===== src/rtl/alu_pkg.sv =====
// Shared types for the registered ALU: opcode encoding, flag bundle and control states.
package alu_pkg;

    typedef enum logic [3:0] {
        OP_PASS_A = 4'h0,
        OP_PASS_B = 4'h1,
        OP_SHL1   = 4'h2,
        OP_SHR1   = 4'h3,
        OP_ADD    = 4'h4,
        OP_SUB    = 4'h5,
        OP_AND    = 4'h6,
        OP_OR     = 4'h7,
        OP_XOR    = 4'h8,
        OP_NOT    = 4'h9,
        OP_MUL    = 4'hA
    } op_e;

    typedef struct packed {
        logic illegal;
        logic ovf;
        logic carry;
        logic neg;
        logic zero;
    } flags_t;

    typedef enum logic {
        IDLE     = 1'b0,
        MUL_BUSY = 1'b1
    } state_e;

endpackage


===== src/rtl/alu_mul_seq.sv =====
// Sequential shift-add multiplier: retires one multiplier bit per cycle, WIDTH cycles per product.
module alu_mul_seq #(
    parameter int WIDTH = 8
) (
    input  logic               clk,
    input  logic               rst_n,
    input  logic               start,
    input  logic [WIDTH-1:0]   a,
    input  logic [WIDTH-1:0]   b,
    output logic               done,
    output logic [2*WIDTH-1:0] prod
);
    localparam int CNT_W = $clog2(WIDTH);

    logic                 busy_q;
    logic [CNT_W-1:0]     cnt_q;
    logic [2*WIDTH-1:0]   acc_q;
    logic [2*WIDTH-1:0]   acc_d;
    logic [2*WIDTH-1:0]   mcand_q;
    logic [WIDTH-1:0]     mplier_q;

    assign acc_d = acc_q + (mplier_q[0] ? mcand_q : '0);
    // done is asserted during the last step so the product is ready on the same edge
    assign done  = busy_q && (cnt_q == CNT_W'(WIDTH - 1));
    assign prod  = acc_d;

    always_ff @(posedge clk or negedge rst_n) begin
        if (!rst_n) begin
            busy_q <= 1'b0;
            cnt_q  <= '0;
        end else if (start) begin
            busy_q <= 1'b1;
            cnt_q  <= '0;
        end else if (busy_q) begin
            cnt_q <= cnt_q + 1'b1;
            if (done) begin
                busy_q <= 1'b0;
            end
        end
    end

    always_ff @(posedge clk) begin
        if (start) begin
            acc_q    <= '0;
            mcand_q  <= {{WIDTH{1'b0}}, a};
            mplier_q <= b;
        end else if (busy_q) begin
            acc_q    <= acc_d;
            mcand_q  <= {mcand_q[2*WIDTH-2:0], 1'b0};
            mplier_q <= {1'b0, mplier_q[WIDTH-1:1]};
        end
    end

endmodule


===== src/rtl/alu_pipe.sv =====
// Registered ALU with valid/ready on both sides: single-cycle ops land in the output register on
// the accept edge, MUL goes through the sequential multiplier. One operation in flight at a time.
module alu_pipe
    import alu_pkg::*;
#(
    parameter int WIDTH = 8
) (
    input  logic             clk,
    input  logic             rst_n,
    input  logic             in_valid,
    output logic             in_ready,
    input  logic [WIDTH-1:0] a,
    input  logic [WIDTH-1:0] b,
    input  logic [3:0]       op,
    output logic             out_valid,
    input  logic             out_ready,
    output logic [WIDTH-1:0] y,
    output flags_t           flags
);
    state_e             state_q, state_d;
    logic               init_q;
    logic               out_valid_q, out_valid_d;
    logic [WIDTH-1:0]   y_q, y_d;
    flags_t             flags_q, flags_d;

    logic [WIDTH:0]     sum_w, dif_w;
    logic [WIDTH-1:0]   alu_y;
    flags_t             alu_f;
    logic               legal;

    logic               is_mul, accept, drain, mul_start, mul_done;
    logic [2*WIDTH-1:0] mul_prod;
    flags_t             mul_f;

    // init_q keeps in_ready low until the first edge after reset release
    assign in_ready  = init_q && (state_q == IDLE) && (!out_valid_q || out_ready);
    assign is_mul    = (op == OP_MUL);
    assign accept    = in_valid && in_ready;
    assign drain     = out_valid_q && out_ready;
    assign mul_start = accept && is_mul;

    always_comb begin
        sum_w = {1'b0, a} + {1'b0, b};
        dif_w = {1'b0, a} - {1'b0, b};
        alu_y = '0;
        alu_f = '0;
        legal = 1'b1;
        case (op)
            OP_PASS_A: alu_y = a;
            OP_PASS_B: alu_y = b;
            OP_SHL1: begin
                alu_y       = {a[WIDTH-2:0], 1'b0};
                alu_f.carry = a[WIDTH-1];
            end
            OP_SHR1: begin
                alu_y       = {1'b0, a[WIDTH-1:1]};
                alu_f.carry = a[0];
            end
            OP_ADD: begin
                alu_y       = sum_w[WIDTH-1:0];
                alu_f.carry = sum_w[WIDTH];
                alu_f.ovf   = (a[WIDTH-1] == b[WIDTH-1]) && (sum_w[WIDTH-1] != a[WIDTH-1]);
            end
            OP_SUB: begin
                alu_y       = dif_w[WIDTH-1:0];
                alu_f.carry = dif_w[WIDTH];
                alu_f.ovf   = (a[WIDTH-1] != b[WIDTH-1]) && (dif_w[WIDTH-1] != a[WIDTH-1]);
            end
            OP_AND:  alu_y = a & b;
            OP_OR:   alu_y = a | b;
            OP_XOR:  alu_y = a ^ b;
            OP_NOT:  alu_y = ~a;
            OP_MUL:  alu_y = '0;
            default: legal = 1'b0;
        endcase
        if (legal) begin
            alu_f.zero = (alu_y == '0);
            alu_f.neg  = alu_y[WIDTH-1];
        end else begin
            alu_f.illegal = 1'b1;
            alu_f.zero    = 1'b1;
        end
    end

    always_comb begin
        mul_f       = '0;
        mul_f.carry = |mul_prod[2*WIDTH-1:WIDTH];
        mul_f.zero  = (mul_prod[WIDTH-1:0] == '0);
        mul_f.neg   = mul_prod[WIDTH-1];
    end

    // MUL is only accepted once the output slot is free or draining, so completion never clobbers
    always_comb begin
        state_d     = state_q;
        out_valid_d = out_valid_q;
        y_d         = y_q;
        flags_d     = flags_q;
        if (drain) begin
            out_valid_d = 1'b0;
        end
        case (state_q)
            IDLE: begin
                if (accept) begin
                    if (is_mul) begin
                        state_d = MUL_BUSY;
                    end else begin
                        out_valid_d = 1'b1;
                        y_d         = alu_y;
                        flags_d     = alu_f;
                    end
                end
            end
            MUL_BUSY: begin
                if (mul_done) begin
                    state_d     = IDLE;
                    out_valid_d = 1'b1;
                    y_d         = mul_prod[WIDTH-1:0];
                    flags_d     = mul_f;
                end
            end
            default: state_d = IDLE;
        endcase
    end

    always_ff @(posedge clk or negedge rst_n) begin
        if (!rst_n) begin
            state_q     <= IDLE;
            init_q      <= 1'b0;
            out_valid_q <= 1'b0;
            y_q         <= '0;
            flags_q     <= '0;
        end else begin
            state_q     <= state_d;
            init_q      <= 1'b1;
            out_valid_q <= out_valid_d;
            y_q         <= y_d;
            flags_q     <= flags_d;
        end
    end

    alu_mul_seq #(
        .WIDTH(WIDTH)
    ) u_mul (
        .clk  (clk),
        .rst_n(rst_n),
        .start(mul_start),
        .a    (a),
        .b    (b),
        .done (mul_done),
        .prod (mul_prod)
    );

    assign out_valid = out_valid_q;
    assign y         = y_q;
    assign flags     = flags_q;

endmodule


===== config.mk =====
export PLATFORM = sky130hd
export DESIGN_NAME = alu_pipe
export DESIGN_NICKNAME = d
export VERILOG_FILES = /design/src/rtl/alu_pkg.sv /design/src/rtl/alu_mul_seq.sv /design/src/rtl/alu_pipe.sv
export SDC_FILE = /design/constraint.sdc
export NUM_CORES = 1
export LEC_CHECK = 0
export ABC_AREA = 1
export CORE_ASPECT_RATIO = 1.4
export CORE_MARGIN = 2
export CORE_UTILIZATION = 25
export CTS_BUF_LIST = sky130_fd_sc_hd__clkbuf_4
export CTS_CLUSTER_DIAMETER = 60
export DETAILED_ROUTE_END_ITERATION = 7
export GPL_TIMING_DRIVEN = 1
export PLACE_DENSITY = 0.4
export SLEW_MARGIN = 20
export SYNTH_ARGS = -nofsm -noshare
export SYNTH_HDL_FRONTEND = slang
export SYNTH_SLANG_ARGS = --single-unit

===== constraint.sdc =====
create_clock -name clk -period 3.3 [get_ports clk]
set_clock_uncertainty 0.1 [all_clocks]
set_input_delay 0.33 -clock clk [delete_from_list [all_inputs] [get_ports clk]]
set_output_delay 0.33 -clock clk [all_outputs]
set_load 0.02 [all_outputs]

After elaboration in Yosys (flattened, before gate mapping)
Index checks and enable logic that the tools add are counted.

operators by class
  mux-type cells = 33
  add/subtract/negate cells = 4
  equal/unequal tests = 18
  reductions and logical operators = 17
  bitwise logic cells = 5

operators by type and width
  kind                                                 number
  case mux 8 bit (10 select lines)                     1
  two-way mux 8 bit                                    7
  adder 16 bit                                         1
  equality test 4 x 3 -> 1 bit, second input constant  4
  logical NOT 8 bit                                    2
  two-way mux 16 bit                                   1
  case mux 8 bit (2 select lines)                      1
  two-way mux 5 bit                                    3
  two-way mux 1 bit                                    13
  equality test 4 bit, second input constant           3
  OR reduction 11 bit                                  1
  case mux 5 bit (2 select lines)                      1
  adder 8 x 8 -> 9 bit                                 1
  subtractor 8 x 8 -> 9 bit                            1
  bitwise AND 8 bit                                    1
  equality test 4 x 2 -> 1 bit, second input constant  2
  logical AND 1 bit                                    8
  NOT 8 bit                                            1
  bitwise OR 8 bit                                     1
  OR reduction 8 bit                                   1
  XOR 8 bit                                            1
  two-way mux 3 bit                                    2
  case mux 1 bit (2 select lines)                      3
  equality test 4 x 1 -> 1 bit, second input constant  1
  other kinds (13)                                     16

storage, ports and cells
  output and inout bits = 15
  word-level logic and storage cells = 92
  bits of input ports = 24
  flip-flop bits (word level) = 60

Longest topological paths before layout
  depth in word-level cells = 7
  mapped depth = 19
  gate-level depth less buffers = 17

Modules after synthesis
A second synthesis with hierarchy kept.

unflattened totals
  cells, all modules = 806
  area total of the unflattened synthesis = 5079.9 µm²

by module, submodules not included
  module       times used  area an instance (µm²)  cells an instance  seq. area each (µm²)
  alu_mul_seq  1           2677.6                  376                1061.0
  alu_pipe     1           2402.3                  430                400.4

Least setup slack after synthesis
OpenSTA, ideal clock, no wires.

  path kind = reg2reg
  from = reg u_mul.mplier_q[0]
  to = reg flags_q (netlist bit flags[2])
  cell stages (with the launch flop) = 20
  data arrival time = 2339 ps
  slack = 745 ps
  period minus slack after synthesis = 2555 ps
  required time = 3084 ps
  library setup time = 116 ps
  path buffers = 2
  path through = edfxtp_1 > clkbuf_1 > clkbuf_1 > nand2_1 > inv_1 > ha_1 > inv_1 > fa_1 > inv_1 > nand3_1 > nand3_1 > nand3_1 > nand3_1 > nand2_1 > nand2_1 > nand2_1 > nor2_1 > nand3_1 > nand2_1 > nand2_1

on the way
  cells in the longest elaborated chain, start to end = 5

RTL lines
  what                             RTL line           RTL
  start, declared                  alu_mul_seq.sv:20  logic [WIDTH-1:0] mplier_q;
  start signal, assigned           alu_mul_seq.sv:50  mplier_q <= {1'b0, mplier_q[WIDTH-1:1]};
  two-way mux 16 bit               alu_mul_seq.sv:22  assign acc_d = acc_q + (mplier_q[0] ? mcand_q : '0);
  adder 16 bit                     alu_mul_seq.sv:22
  OR reduction 8 bit               alu_pipe.sv:87     mul_f.carry = |mul_prod[2*WIDTH-1:WIDTH];
  two-way mux 5 bit                alu_pipe.sv:114    if (mul_done) begin
  case mux 5 bit (2 select lines)  alu_pipe.sv:101    case (state_q)
  end signal, assigned             alu_pipe.sv:137    flags_q <= flags_d;
  end, declared                    alu_pipe.sv:24     flags_t flags_q, flags_d;

No other way between the ends. The select of a mux whose other input is x is not followed.
A chain may end at the register's enable or synchronous reset.

Final worst setup path
  from = reg u_mul.mcand_q[0]
  to = reg flags_q (netlist bit flags[2])

on the way
  cells in the longest elaborated chain, start to end = 5

RTL lines
  what                             RTL line           RTL
  start, declared                  alu_mul_seq.sv:19  logic [2*WIDTH-1:0] mcand_q;
  start signal, assigned           alu_mul_seq.sv:45  mcand_q <= {{WIDTH{1'b0}}, a};
  start signal, assigned           alu_mul_seq.sv:49  mcand_q <= {mcand_q[2*WIDTH-2:0], 1'b0};
  two-way mux 16 bit               alu_mul_seq.sv:22
  adder 16 bit                     alu_mul_seq.sv:22
  OR reduction 8 bit               alu_pipe.sv:87
  two-way mux 5 bit                alu_pipe.sv:114
  case mux 5 bit (2 select lines)  alu_pipe.sv:101

No other way between the ends. The select of a mux whose other input is x is not followed.

==> summary.md <==
| Metric | Value |
|---|---|
| DR vias/cell | `approximately 4.5` |
| Post-CTS resize count | `0` |
| P_sw | `1.96 mW` |
| CTS Sinks | `60` |
| Seq pwr share | `31.4%` |
| Largest net degree at the start of global routing | `34` |
| Critical Path Source Type | `flop` |
| Status | `finished, final reports clean` |
| Commonest non-fill, non-tap cells in the layout | `nand2_1 (271), inv_1 (133), nor2_1 (66), nand3_1 (54), o21ai_0 (48)` |
| Synthesized instance count | `790` |
| Setup_tns | `0 ns` |
| Internal power | `2.20 mW` |
| DIE HEIGHT | `172 µm` |
| Vias in the first global route | `about 5200` |
| Critical path buffer and inverter count | `3` |
| RSZ-0062 raised after global routing | `no` |
| Pins over their slew limit | `0` |
| Nets | `907` |
| Headroom to the max-slew limit | `37.9%` |
| Fmax | `374 MHz` |
| Slew @ Worst Pin | `roughly 0.93 ns` |
| Htree depth | `3` |
| First-pass GRT wire length | `27.9 mm` |
| Area of the mapped netlist | `~5000 µm²` |
| GRT Util Overall | `between 10% and 20%` |
| Syn avg cell area | `6.37 µm²` |
| Final period utilization | `81.0%` |
| Drt first-iter violations | `256` |
| Critical-path cell list | `nand2_1 > inv_1 > ha_1 > inv_1 > fa_1 > inv_1 > nand3_1 > nand3_1 > nand3_1 > nand3_1 > nand2_1 > nand2_1 > nand2_1 > nor2_1 > nand3_1 > nand2_1 > nand2_1` |
| Crit-path max cell delay | `~0.4 ns` |
| First drt pass iteration count | `5` |
| Die W | `124 µm` |
| CTS Root Buffer Type | `clkbuf_4` |
| Largest delay share family, worst path | `simple AND/OR/NAND/NOR gates` |
| Worst setup EP type | `flop` |
| Synth Register Bits | `60` |
| DR WL/cell | `15.9 µm` |
| # IOs | `39` |
| Hold Fails Final Rpt | `0` |
| Post-CTS Hold Fix Bufs | `0` |
| Worst path required time | `3.52 ns` |
| Setup Viol. Count Final | `0` |
| CP dominant cell by count | `nand2_1` |
| Final WL | `17.5 mm` |
| Detail Placement HPWL | `14.4 mm` |
| MaxCap Viol Count | `0` |
| PnR Total Power | `between 4 and 5 mW` |
| Port Buffer Count | `38` |
| Sequential area share after synthesis | `29.0%` |
| CTS tree | `built` |
| Initial antenna violation count | `1` |
| Remaining antenna violation count | `0` |
| Final worst slack | `0.628 ns` |
| P_leak | `slightly above 3 nW` |
| Fin crit period | `2.67 ns` |
| Pre-CTS setup slack | `0.335 ns` |
| Max Buffers Root-to-Sink | `2` |
| Layout cell share with drive strength beyond 1 | `4.86%` |
| DR vias | `4979` |
| Std-Cell Rows | `61` |
| Min Hold Slack | `0.322 ns` |
| Worst min-delay path class | `input port to async pin` |
| Cts bufs inserted | `9` |
| Initial Util | `around 25%` |
| Comb power frac | `55.8%` |
| Switching Share | `47.1%` |
| CP max-delay cell | `fa_1` |
| Post-CTS setup buffers | `0` |
| Fillers | `about 2200` |
| Gr ovfl total | `0` |
| WS Path Type | `flop to flop` |
| Synth warnings | `0` |
| Clk_lat worst skew | `0.41 ns` |
| Crit path DAT | `2.89 ns` |
| Clock power share | `12.7%` |
| Die Area | `21300 µm²` |
| Core Box Area | `19800 µm²` |
| Final routed DRC violation total | `0` |
| Gpl congestion | `~0.91` |
| Syn Nets | `858` |
| P&R area growth vs syn | `17.3%` |
| Pwr per Cell Area | `703 nW/µm²` |
| Cell variety after synth | `37` |
| Peak VDD IR | `0.179 mV` |
| Most common cell after layout, fill and taps aside | `nand2_1` |
| Critical-path maximum fanout | `4` |
| Clk slew on worst S/H paths | `0.12 ns` |
## worst paths after layout
path                       slack (ns)  cells after the start                        endpoint                      startpoint
setup / recovery                 0.63                     17            flags[2]$_DFFE_PN0P_  u_mul.mcand_q[0]$_SDFFCE_PN0P_
hold / removal                   0.32                      1                y[5]$_DFFE_PN0P_                           rst_n
setup reg to reg                 0.63                     17            flags[2]$_DFFE_PN0P_  u_mul.mcand_q[0]$_SDFFCE_PN0P_
hold reg to reg                  0.37                      2  u_mul.mcand_q[15]$_SDFFE_PP0P_  u_mul.mcand_q[15]$_SDFFE_PP0P_
max in group asynchronous        2.21                      1                y[3]$_DFFE_PN0P_                           rst_n
min in group clk                 0.37                      2  u_mul.mcand_q[15]$_SDFFE_PP0P_  u_mul.mcand_q[15]$_SDFFE_PP0P_
## registers in the layout (all words and copies together), names as in the netlist
signal          flops
out_valid           1
init_q              1
u_mul.mcand_q      16
y                   8
u_mul.acc_q        16
state_q             1
u_mul.mplier_q      8
flags               5
u_mul.busy_q        1
u_mul.cnt_q         3
## power groups by stage
stage          clock [mW]  sequential, mW  combinational (mW)
2_1_floorplan           0            1.33                1.50
3_3_place_gp            0            1.33                2.36
3_5_place_dp            0            1.33                2.35
4_1_cts             0.551            1.31                2.36
5_1_grt             0.578            1.35                2.64
6_report            0.529            1.31                2.32
## metal layers
layer,track usage [%],up-vias,routed length (µm)
met1,18.8,2246,6920
met5,0,-,0
met2,32.6,97,9210
li1,-,2590,-
met3,1.81,46,403
met4,9.92,0,945
## per-stage QoR
stage               utilization [%]  std cells  area (µm²)
floorplan                         -        790        5030
global placement               29.2       1080        5770
detailed placement             29.2       1080        5770
CTS                            29.8       1096        5900
global route                   29.9       1097        5900
finish                         29.9       1097        5900
## synth_stat cells, drive strengths merged
cell type,instances,area share (%)
o211ai,1,0.15
o22a,1,0.17
and2,4,0.50
nand3b,4,0.60
buf,11,1.1
dfxtp,24,9.5
a22oi,2,0.30
o31ai,1,0.15
or2,1,0.12
a22o,6,1.1
xor2,6,1.0
o21ai,52,5.2
inv,137,10
nor2,71,5.7
nor3,1,0.099
o21a,4,0.60
nand3,54,5.4
clkinv,1,0.075
ha,41,10
conb,1,0.075
a32o,1,0.20
nand2,271,20
a21oi,20,2.0
edfxtp,16,9.5
clkbuf,4,0.30
a31oi,1,0.12
dfrtp,20,9.9
fa,3,1.2
xnor2,5,0.87
nand4,18,2.2
o22ai,8,0.99
## cells by family after synthesis
logic type	share of synthesized area, %
compound gates	11.0
xor+xnor	1.91
fa+ha+maj	11.4
buf+inv	11.7
flops	29.0
other cells	0.0745
simple gates	34.9
## final cells by class
class | instances | area [µm²] | share of cell area (%)
repair buffers | 53 | 493 | 8.35
inverters | 138 | 518 | 8.77
clock buffers | 10 | 75.1 | 1.27
diodes | 1 | 2.50 | 0.0424
multi-input cells | 577 | 2980 | 50.5
well taps | 252 | 315 | 5.34
clock inverters | 6 | 56.3 | 0.954
flip-flops and latches | 60 | 1460 | 24.8
Power figures use the tool's default switching activity.
